--- config.mk ---
export PLATFORM = sky130hd
export DESIGN_NAME = vec_read_arbiter_flat
export DESIGN_NICKNAME = d
export VERILOG_FILES = /design/src/rtl/vec_arb_pkg.sv /design/src/rtl/vec_read_arbiter_if.sv /design/src/rtl/owner_fifo.sv /design/src/rtl/vec_read_arbiter.sv /design/src/flat_wrapper.sv
export SDC_FILE = /design/constraint.sdc
export NUM_CORES = 1
export LEC_CHECK = 0
export ABC_AREA = 1
export BUFFER_PORTS_ARGS = -buffer_cell sky130_fd_sc_hd__buf_2
export CAP_MARGIN = 10
export CORE_AREA = 3 3 217 219
export DETAILED_ROUTE_END_ITERATION = 10
export DIE_AREA = 0 0 220 222
export PLACE_DENSITY = 0.54
export SETUP_SLACK_MARGIN = 0.2
export SLEW_MARGIN = 15
export SYNTH_ARGS = -nofsm -noshare
export SYNTH_HDL_FRONTEND = slang
export SYNTH_SLANG_ARGS = --single-unit
export TNS_END_PERCENT = 30
--- constraint.sdc ---
create_clock -name clk -period 8 [get_ports clk]
set_input_delay 0.4 -clock clk [delete_from_list [all_inputs] [get_ports clk]]
set_output_delay 0.4 -clock clk [all_outputs]
set_load 0.01 [all_outputs]
--- src/rtl/vec_arb_pkg.sv ---
// Shared types and defaults for the vector-read arbiter.
// The FSM has two states: arbitrate among all units, or serve only the locked owner.
package vec_arb_pkg;

  typedef enum logic [0:0] {
    ARB_IDLE,
    ARB_LOCKED
  } arb_state_t;

  localparam int unsigned BUF_ID_W_DEFAULT = 5;

endpackage

--- src/rtl/vec_read_arbiter_if.sv ---
// Request, response and buffer-controller signals of the vector-read arbiter.
// The slave modport is the arbiter's view; master is the units plus buffer controller.
interface vec_read_arbiter_if
  import vec_arb_pkg::*;
#(
  parameter int unsigned NUM_REQ    = 4,
  parameter int unsigned DATA_WIDTH = 8,
  parameter int unsigned TILE_ELEMS = 32,
  parameter int unsigned BUF_ID_W   = BUF_ID_W_DEFAULT
) ();

  // Execution-unit side
  logic [NUM_REQ-1:0]                    req_enable;
  logic [NUM_REQ*BUF_ID_W-1:0]           req_buffer_id;
  logic [NUM_REQ-1:0]                    req_lock;
  logic [NUM_REQ-1:0]                    req_ready;
  logic [NUM_REQ-1:0]                    rsp_valid;
  logic [TILE_ELEMS-1:0][DATA_WIDTH-1:0] rsp_tile;

  // Buffer-controller side
  logic                                  bc_read_enable;
  logic [BUF_ID_W-1:0]                   bc_read_buffer_id;
  logic [TILE_ELEMS-1:0][DATA_WIDTH-1:0] bc_read_tile;
  logic                                  bc_read_valid;

  modport slave (
    input  req_enable,
    input  req_buffer_id,
    input  req_lock,
    input  bc_read_tile,
    input  bc_read_valid,
    output req_ready,
    output rsp_valid,
    output rsp_tile,
    output bc_read_enable,
    output bc_read_buffer_id
  );

  modport master (
    output req_enable,
    output req_buffer_id,
    output req_lock,
    output bc_read_tile,
    output bc_read_valid,
    input  req_ready,
    input  rsp_valid,
    input  rsp_tile,
    input  bc_read_enable,
    input  bc_read_buffer_id
  );

endinterface

--- src/rtl/owner_fifo.sv ---
// In-order FIFO of requester indices, one entry per in-flight read.
// Push is honoured when full only if a pop happens in the same cycle.
module owner_fifo
  import vec_arb_pkg::*;
#(
  parameter int unsigned Depth = 4,
  parameter int unsigned Width = 2
) (
  input  logic                     clk_i,
  input  logic                     rst_ni,
  input  logic                     push_i,
  input  logic [Width-1:0]         data_i,
  input  logic                     pop_i,
  output logic [Width-1:0]         data_o,
  output logic [$clog2(Depth):0]   count_o,
  output logic                     empty_o,
  output logic                     full_o
);

  localparam int unsigned PtrW = $clog2(Depth);
  localparam int unsigned CntW = $clog2(Depth) + 1;
  localparam logic [CntW-1:0] FullCnt = CntW'(Depth);
  localparam logic [PtrW-1:0] LastPtr = PtrW'(Depth - 1);

  logic [Width-1:0] mem_q [Depth];
  logic [PtrW-1:0]  wr_ptr_q, wr_ptr_d;
  logic [PtrW-1:0]  rd_ptr_q, rd_ptr_d;
  logic [CntW-1:0]  count_q, count_d;
  logic             do_push, do_pop;

  assign empty_o = (count_q == '0);
  assign full_o  = (count_q == FullCnt);
  assign count_o = count_q;
  assign data_o  = mem_q[rd_ptr_q];

  assign do_pop  = pop_i && !empty_o;
  assign do_push = push_i && (!full_o || do_pop);

  always_comb begin
    wr_ptr_d = wr_ptr_q;
    rd_ptr_d = rd_ptr_q;
    count_d  = count_q;
    if (do_push) begin
      wr_ptr_d = (wr_ptr_q == LastPtr) ? '0 : wr_ptr_q + 1'b1;
    end
    if (do_pop) begin
      rd_ptr_d = (rd_ptr_q == LastPtr) ? '0 : rd_ptr_q + 1'b1;
    end
    unique case ({do_push, do_pop})
      2'b10:   count_d = count_q + 1'b1;
      2'b01:   count_d = count_q - 1'b1;
      default: count_d = count_q;
    endcase
  end

  always_ff @(posedge clk_i or negedge rst_ni) begin
    if (!rst_ni) begin
      wr_ptr_q <= '0;
      rd_ptr_q <= '0;
      count_q  <= '0;
      for (int i = 0; i < Depth; i++) begin
        mem_q[i] <= '0;
      end
    end else begin
      wr_ptr_q <= wr_ptr_d;
      rd_ptr_q <= rd_ptr_d;
      count_q  <= count_d;
      if (do_push) begin
        mem_q[wr_ptr_q] <= data_i;
      end
    end
  end

endmodule

--- src/rtl/vec_read_arbiter.sv ---
// Round-robin arbiter sharing one buffer-controller read port among NUM_REQ units,
// with optional burst lock and in-order routing of returned tiles to their issuer.
module vec_read_arbiter
  import vec_arb_pkg::*;
#(
  parameter int unsigned NUM_REQ         = 4,
  parameter int unsigned DATA_WIDTH      = 8,
  parameter int unsigned TILE_ELEMS      = 32,
  parameter int unsigned BUF_ID_W        = BUF_ID_W_DEFAULT,
  parameter int unsigned MAX_OUTSTANDING = 4
) (
  input  logic                               clk,
  input  logic                               rst,
  vec_read_arbiter_if.slave                  bus,
  output logic [$clog2(NUM_REQ)-1:0]         owner_o,
  output logic                               locked_o,
  output logic [$clog2(MAX_OUTSTANDING):0]   outstanding_o,
  output logic                               err_spurious_o
);

  localparam int unsigned IdxW = $clog2(NUM_REQ);

  typedef logic [TILE_ELEMS-1:0][DATA_WIDTH-1:0] tile_t;

  arb_state_t          state_q, state_d;
  logic [IdxW-1:0]     rr_ptr_q, rr_ptr_d;
  logic [IdxW-1:0]     owner_q, owner_d;
  logic                bc_en_q, bc_en_d;
  logic [BUF_ID_W-1:0] bc_id_q, bc_id_d;
  logic [NUM_REQ-1:0]  rsp_valid_q, rsp_valid_d;
  tile_t               rsp_tile_q, rsp_tile_d;
  logic                err_q, err_d;

  logic [IdxW-1:0]     cand;
  logic [IdxW-1:0]     win_idx;
  logic                win_found;
  logic [IdxW-1:0]     acc_idx;
  logic [NUM_REQ-1:0]  req_ready;
  logic                accept;
  logic                can_push;
  logic                pop;
  logic                spurious;

  logic [IdxW-1:0]     fifo_head;
  logic                fifo_empty;
  logic                fifo_full;

  // A return in the same cycle frees a slot, so a full FIFO can still accept.
  assign can_push = !fifo_full || bus.bc_read_valid;
  assign pop      = bus.bc_read_valid && !fifo_empty;
  assign spurious = bus.bc_read_valid && fifo_empty;

  // First requester at or after rr_ptr, wrapping.
  always_comb begin
    win_found = 1'b0;
    win_idx   = rr_ptr_q;
    cand      = '0;
    for (int unsigned k = 0; k < NUM_REQ; k++) begin
      cand = IdxW'((32'(rr_ptr_q) + k) % NUM_REQ);
      if (!win_found && bus.req_enable[cand]) begin
        win_found = 1'b1;
        win_idx   = cand;
      end
    end
  end

  always_comb begin
    state_d   = state_q;
    rr_ptr_d  = rr_ptr_q;
    owner_d   = owner_q;
    req_ready = '0;
    acc_idx   = owner_q;

    unique case (state_q)
      ARB_IDLE: begin
        if (win_found) begin
          req_ready[win_idx] = can_push;
          acc_idx            = win_idx;
        end
      end
      ARB_LOCKED: req_ready[owner_q] = can_push;
      default:    req_ready = '0;
    endcase

    accept = |(bus.req_enable & req_ready);

    if (accept) begin
      owner_d  = acc_idx;
      rr_ptr_d = IdxW'((32'(acc_idx) + 1) % NUM_REQ);
    end

    // Dropping the lock still lets a request in the same cycle through.
    unique case (state_q)
      ARB_IDLE: begin
        if (accept && bus.req_lock[acc_idx]) begin
          state_d = ARB_LOCKED;
        end
      end
      ARB_LOCKED: begin
        if (!bus.req_lock[owner_q]) begin
          state_d = ARB_IDLE;
        end
      end
      default: state_d = ARB_IDLE;
    endcase
  end

  always_comb begin
    bc_en_d     = accept;
    bc_id_d     = bc_id_q;
    rsp_valid_d = '0;
    rsp_tile_d  = rsp_tile_q;
    err_d       = err_q || spurious;
    if (accept) begin
      bc_id_d = bus.req_buffer_id[acc_idx*BUF_ID_W +: BUF_ID_W];
    end
    if (pop) begin
      rsp_valid_d[fifo_head] = 1'b1;
      rsp_tile_d             = bus.bc_read_tile;
    end
  end

  always_ff @(posedge clk or negedge rst) begin
    if (!rst) begin
      state_q     <= ARB_IDLE;
      rr_ptr_q    <= '0;
      owner_q     <= '0;
      bc_en_q     <= 1'b0;
      bc_id_q     <= '0;
      rsp_valid_q <= '0;
      rsp_tile_q  <= '0;
      err_q       <= 1'b0;
    end else begin
      state_q     <= state_d;
      rr_ptr_q    <= rr_ptr_d;
      owner_q     <= owner_d;
      bc_en_q     <= bc_en_d;
      bc_id_q     <= bc_id_d;
      rsp_valid_q <= rsp_valid_d;
      rsp_tile_q  <= rsp_tile_d;
      err_q       <= err_d;
    end
  end

  owner_fifo #(
    .Depth (MAX_OUTSTANDING),
    .Width (IdxW)
  ) u_owner_fifo (
    .clk_i   (clk),
    .rst_ni  (rst),
    .push_i  (accept),
    .data_i  (acc_idx),
    .pop_i   (pop),
    .data_o  (fifo_head),
    .count_o (outstanding_o),
    .empty_o (fifo_empty),
    .full_o  (fifo_full)
  );

  assign bus.req_ready         = req_ready;
  assign bus.bc_read_enable    = bc_en_q;
  assign bus.bc_read_buffer_id = bc_id_q;
  assign bus.rsp_valid         = rsp_valid_q;
  assign bus.rsp_tile          = rsp_tile_q;

  assign owner_o        = owner_q;
  assign locked_o       = (state_q == ARB_LOCKED);
  assign err_spurious_o = err_q;

endmodule

--- src/flat_wrapper.sv ---
// flat-port wrapper written by rule: the top's interface ports become plain ports
module vec_read_arbiter_flat import vec_arb_pkg::*;
#(
  parameter int unsigned NUM_REQ         = 4,
  parameter int unsigned DATA_WIDTH      = 8,
  parameter int unsigned TILE_ELEMS      = 32,
  parameter int unsigned BUF_ID_W        = BUF_ID_W_DEFAULT,
  parameter int unsigned MAX_OUTSTANDING = 4
)
  (clk, rst, owner_o, locked_o, outstanding_o, err_spurious_o, bus_req_enable, bus_req_buffer_id, bus_req_lock, bus_bc_read_tile, bus_bc_read_valid, bus_req_ready, bus_rsp_valid, bus_rsp_tile, bus_bc_read_enable, bus_bc_read_buffer_id);
  vec_read_arbiter_if #(.NUM_REQ(NUM_REQ), .DATA_WIDTH(DATA_WIDTH), .TILE_ELEMS(TILE_ELEMS), .BUF_ID_W(BUF_ID_W)) bus_i ();
  input  logic clk;
  input  logic rst;
  output logic [$clog2(NUM_REQ)-1:0] owner_o;
  output logic locked_o;
  output logic [$clog2(MAX_OUTSTANDING):0] outstanding_o;
  output logic err_spurious_o;
  input wire logic [$bits(bus_i.req_enable)-1:0] bus_req_enable;
  input wire logic [$bits(bus_i.req_buffer_id)-1:0] bus_req_buffer_id;
  input wire logic [$bits(bus_i.req_lock)-1:0] bus_req_lock;
  input wire logic [$bits(bus_i.bc_read_tile)-1:0] bus_bc_read_tile;
  input wire logic [$bits(bus_i.bc_read_valid)-1:0] bus_bc_read_valid;
  output wire logic [$bits(bus_i.req_ready)-1:0] bus_req_ready;
  output wire logic [$bits(bus_i.rsp_valid)-1:0] bus_rsp_valid;
  output wire logic [$bits(bus_i.rsp_tile)-1:0] bus_rsp_tile;
  output wire logic [$bits(bus_i.bc_read_enable)-1:0] bus_bc_read_enable;
  output wire logic [$bits(bus_i.bc_read_buffer_id)-1:0] bus_bc_read_buffer_id;
  assign bus_i.req_enable = bus_req_enable;
  assign bus_i.req_buffer_id = bus_req_buffer_id;
  assign bus_i.req_lock = bus_req_lock;
  assign bus_i.bc_read_tile = bus_bc_read_tile;
  assign bus_i.bc_read_valid = bus_bc_read_valid;
  assign bus_req_ready = bus_i.req_ready;
  assign bus_rsp_valid = bus_i.rsp_valid;
  assign bus_rsp_tile = bus_i.rsp_tile;
  assign bus_bc_read_enable = bus_i.bc_read_enable;
  assign bus_bc_read_buffer_id = bus_i.bc_read_buffer_id;
  vec_read_arbiter #(.NUM_REQ(NUM_REQ), .DATA_WIDTH(DATA_WIDTH), .TILE_ELEMS(TILE_ELEMS), .BUF_ID_W(BUF_ID_W), .MAX_OUTSTANDING(MAX_OUTSTANDING)) u_core (.clk(clk), .rst(rst), .bus(bus_i), .owner_o(owner_o), .locked_o(locked_o), .outstanding_o(outstanding_o), .err_spurious_o(err_spurious_o));
endmodule
==> run summary <==
r2r startpoint: u_core.rr_ptr_q[0]$_DFFE_PN0P_
Crit Path Class: reg -> reg
Yosys Warn Count: 0
Pwr Density: 392 mW/mm^2
core box area: 0.0453 sq mm
number of global-route vias before repair: 10500
clock root buffer: clkbuf_16
Hold Path End: u_core.bus.rsp_tile[52]$_DFFE_PN0P_
count leader, synth: nand2_1
Clock Sinks: 287
CTS tree: yes
setup violators final: 0
die area: 0.0488 sq mm
RSZ-0062 raised after global routing: no
Post-synth EDFFs: 0
Max-Cap Viols: 0
fin crit period: 3520 ps
GRT Total Usage: 14.8%
Fmax: 284 MHz
fillers: 4745
area leader, netlist: dfrtp_1
R2R depth: 21
pre-CTS WS: 4530 ps
area grow syn2layout: 37.9%
Vias: 10800
Via density: 4.23
fin util: 35.8%
Max transition margin: 30.5%
Final nets: 2228
area share of the largest cell type after synthesis: 61.1%
initial antenna violation count: 7
largest net degree at the start of global routing: 168
Clock Tree Buf Depth: 3
Critical Path Start: u_core.rr_ptr_q[0]$_DFFE_PN0P_
worst hold path startpoint: bus_bc_read_tile[52]
Synthesized Nets: 1687
synth top area cells: dfrtp_1, nand2_1, clkbuf_1, nand3_1, inv_1
Setup TNS: 0 ps
num ports: 564
Detailed Route WL: 38.3 mm
Critical Path Start Type: register
Yosys cell types: 36
outcome: completed
Die Y: 222 um
Synth Register Bits: 287
Residual DRC: 0
Die Wd: 220 um
final worst slack: 4480 ps
Worst-path clk slew: 60 ps
Worst Skew: 16.8 ps
Worst EP arrival: 3910 ps
reg-to-reg setup timing slack: 4480 ps
Final ANT Viol Nets: 0
first-pass GRT wire length: 58.1 mm
Rows: 78
share of post-route cells with drive strength above 1: 33.5%
Initial Utilization: 26.0%
Hold Worst Slack: 72.1 ps
Final Hold Fails: 0
sequential area share after synthesis: 61.1%
Leakage Power: 9.40 nW
drt wl/cell: 15.0 um
GRT overflow: 0
Num CTS Buffers: 34
reg2reg end: u_core.u_owner_fifo.count_o[2]$_DFFE_PN0P_
input/output buffers: 563
Critical Path End Type: register
Clock Latency Late Sink: 520 ps
post-placement cell area: 0.0151 sq mm
top post-synthesis cells by count: nand2_1, dfrtp_1, clkbuf_1
largest fanout on the critical path: 14
Final Cycle Share: 44.0%
RePlAce Congestion: 0.896
synthesized netlist cell count: 1393
synthesized area per cell: 8.44 sq um
Hold Crit Class: in -> reg
Post-synth top flop: dfrtp_1
Post-synth ARST share: 100%
DRT Pass-1 Iters: 5
DP Wirelength: 27.7 mm
WHS Path Cells: 3
post-route cell area: 0.0162 sq mm
worst endpoint required time: 8380 ps
Slew Limit Fails: 0
initial DRC count: 645
mapped cell area: 0.0118 sq mm
Slew @ Worst Pin: 1040 ps
Setup Buffers After CTS: 0
maximum vdd drop: 0.200 mV
H-tree depth: 2
per-stage QoR:
step           power (mW)  cells
2_1_floorplan        3.90   1393
3_3_place_gp         4.87   2497
3_5_place_dp         4.93   2497
4_1_cts              6.46   2556
5_1_grt              6.85   2561
6_report             6.36   2561
report_power, final:
part	switching, mW	internal [mW]	leakage (nW)
logic	1.68	0.907	5.37
registers	0.304	1.99	3.51
clock network	0.603	0.874	0.523
total	2.59	3.77	9.40
cell type report:
class,count,area (sq um),area share (%)
inverter,34,138,0.849
sequential,287,7180,44.3
timing repair buffer,569,2900,17.9
tap,600,751,4.63
multi-input combinational,1008,4170,25.7
clock inverter,12,103,0.633
antenna,5,12.5,0.0772
clock buffer,46,957,5.91
state kept, by name, indices dropped and copies added, names as in the netlist:
signal,cells
u_core.bus.rsp_tile,256
u_core.u_owner_fifo.mem_q,8
u_core.bus.bc_read_buffer_id,5
u_core.bus.rsp_valid,4
u_core.u_owner_fifo.count_o,3
u_core.owner_o,2
u_core.rr_ptr_q,2
u_core.u_owner_fifo.rd_ptr_q,2
u_core.u_owner_fifo.wr_ptr_q,2
u_core.bus.bc_read_enable,1
u_core.err_spurious_o,1
u_core.locked_o,1
logic make-up (layout without fill, tap and decap cells):
group / after synthesis / count (layout) / synth area share (%)
compound gates: 40 / 40 / 2.04
fa+ha+maj: 7 / 7 / 0.809
other cells: 0 / 5 / 0
simple gates: 958 / 958 / 32.3
buf+inv: 98 / 661 / 3.51
flops: 287 / 287 / 61.1
xor+xnor: 3 / 3 / 0.224
worst max-delay path, stage by stage (launching register included):
cell and delay [ps]:
dfrtp_1 530, inv_2 280, nand2_1 80, nand2_1 150
nand2_1 90, nand2_2 110, nand3_1 140, nand2_1 120
nand2_1 60, nand3_1 110, nand2_1 120, nand2_1 90
nand2_1 80, nand2_2 80, nand2_4 80, nor2_4 240
ha_1 180, inv_1 70, fa_1 370, a21oi_1 150
o21ai_0 110, xor2_1 150
layout by cell type (no fill, tap or decap), drive strengths merged, types with 2 or more instances in the layout:
cell,synthesis,final
clkbuf,56,46
o211ai,7,7
buf,8,568
o21ai,19,19
ha,6,6
diode,0,5
nand3,44,44
nor2,12,12
inv,33,35
clkinv,1,9
xnor2,2,2
nand2,897,897
a21oi,9,9
dfrtp,287,287
nand4,5,5
how the worst max path moves through the flow:
stage | end | slack [ps] | cells past startpoint
detailed placement | u_core.u_owner_fifo.count_o[2]$_DFFE_PN0P_ | 4530 | 21
global placement | u_core.u_owner_fifo.count_o[2]$_DFFE_PN0P_ | 4700 | 20
CTS | u_core.u_owner_fifo.count_o[2]$_DFFE_PN0P_ | 4530 | 21
finish | u_core.u_owner_fifo.count_o[2]$_DFFE_PN0P_ | 4480 | 21
floorplan | u_core.u_owner_fifo.count_o[2]$_DFFE_PN0P_ | 5140 | 22
global route | u_core.u_owner_fifo.count_o[2]$_DFFE_PN0P_ | 4180 | 21
routing by layer:
metal  vias to the layer above  routed length, um  global-route usage [%]  share of wire, %
met1                      4958              15300                    17.9                40
li1                       5352                  -                       -                 -
met5                         -                 13                       0             0.034
met4                         2               1160                    5.44               3.0
met2                       438              18500                    24.9                48
met3                        79               3330                    4.48               8.7
timing repair:
action | CTS | global route
gates resized for setup | 0 | 0
hold buffers | 1 | 0
hold endpoints to repair | 64 | 0
No activity file was read; power rests on OpenSTA's default activity.
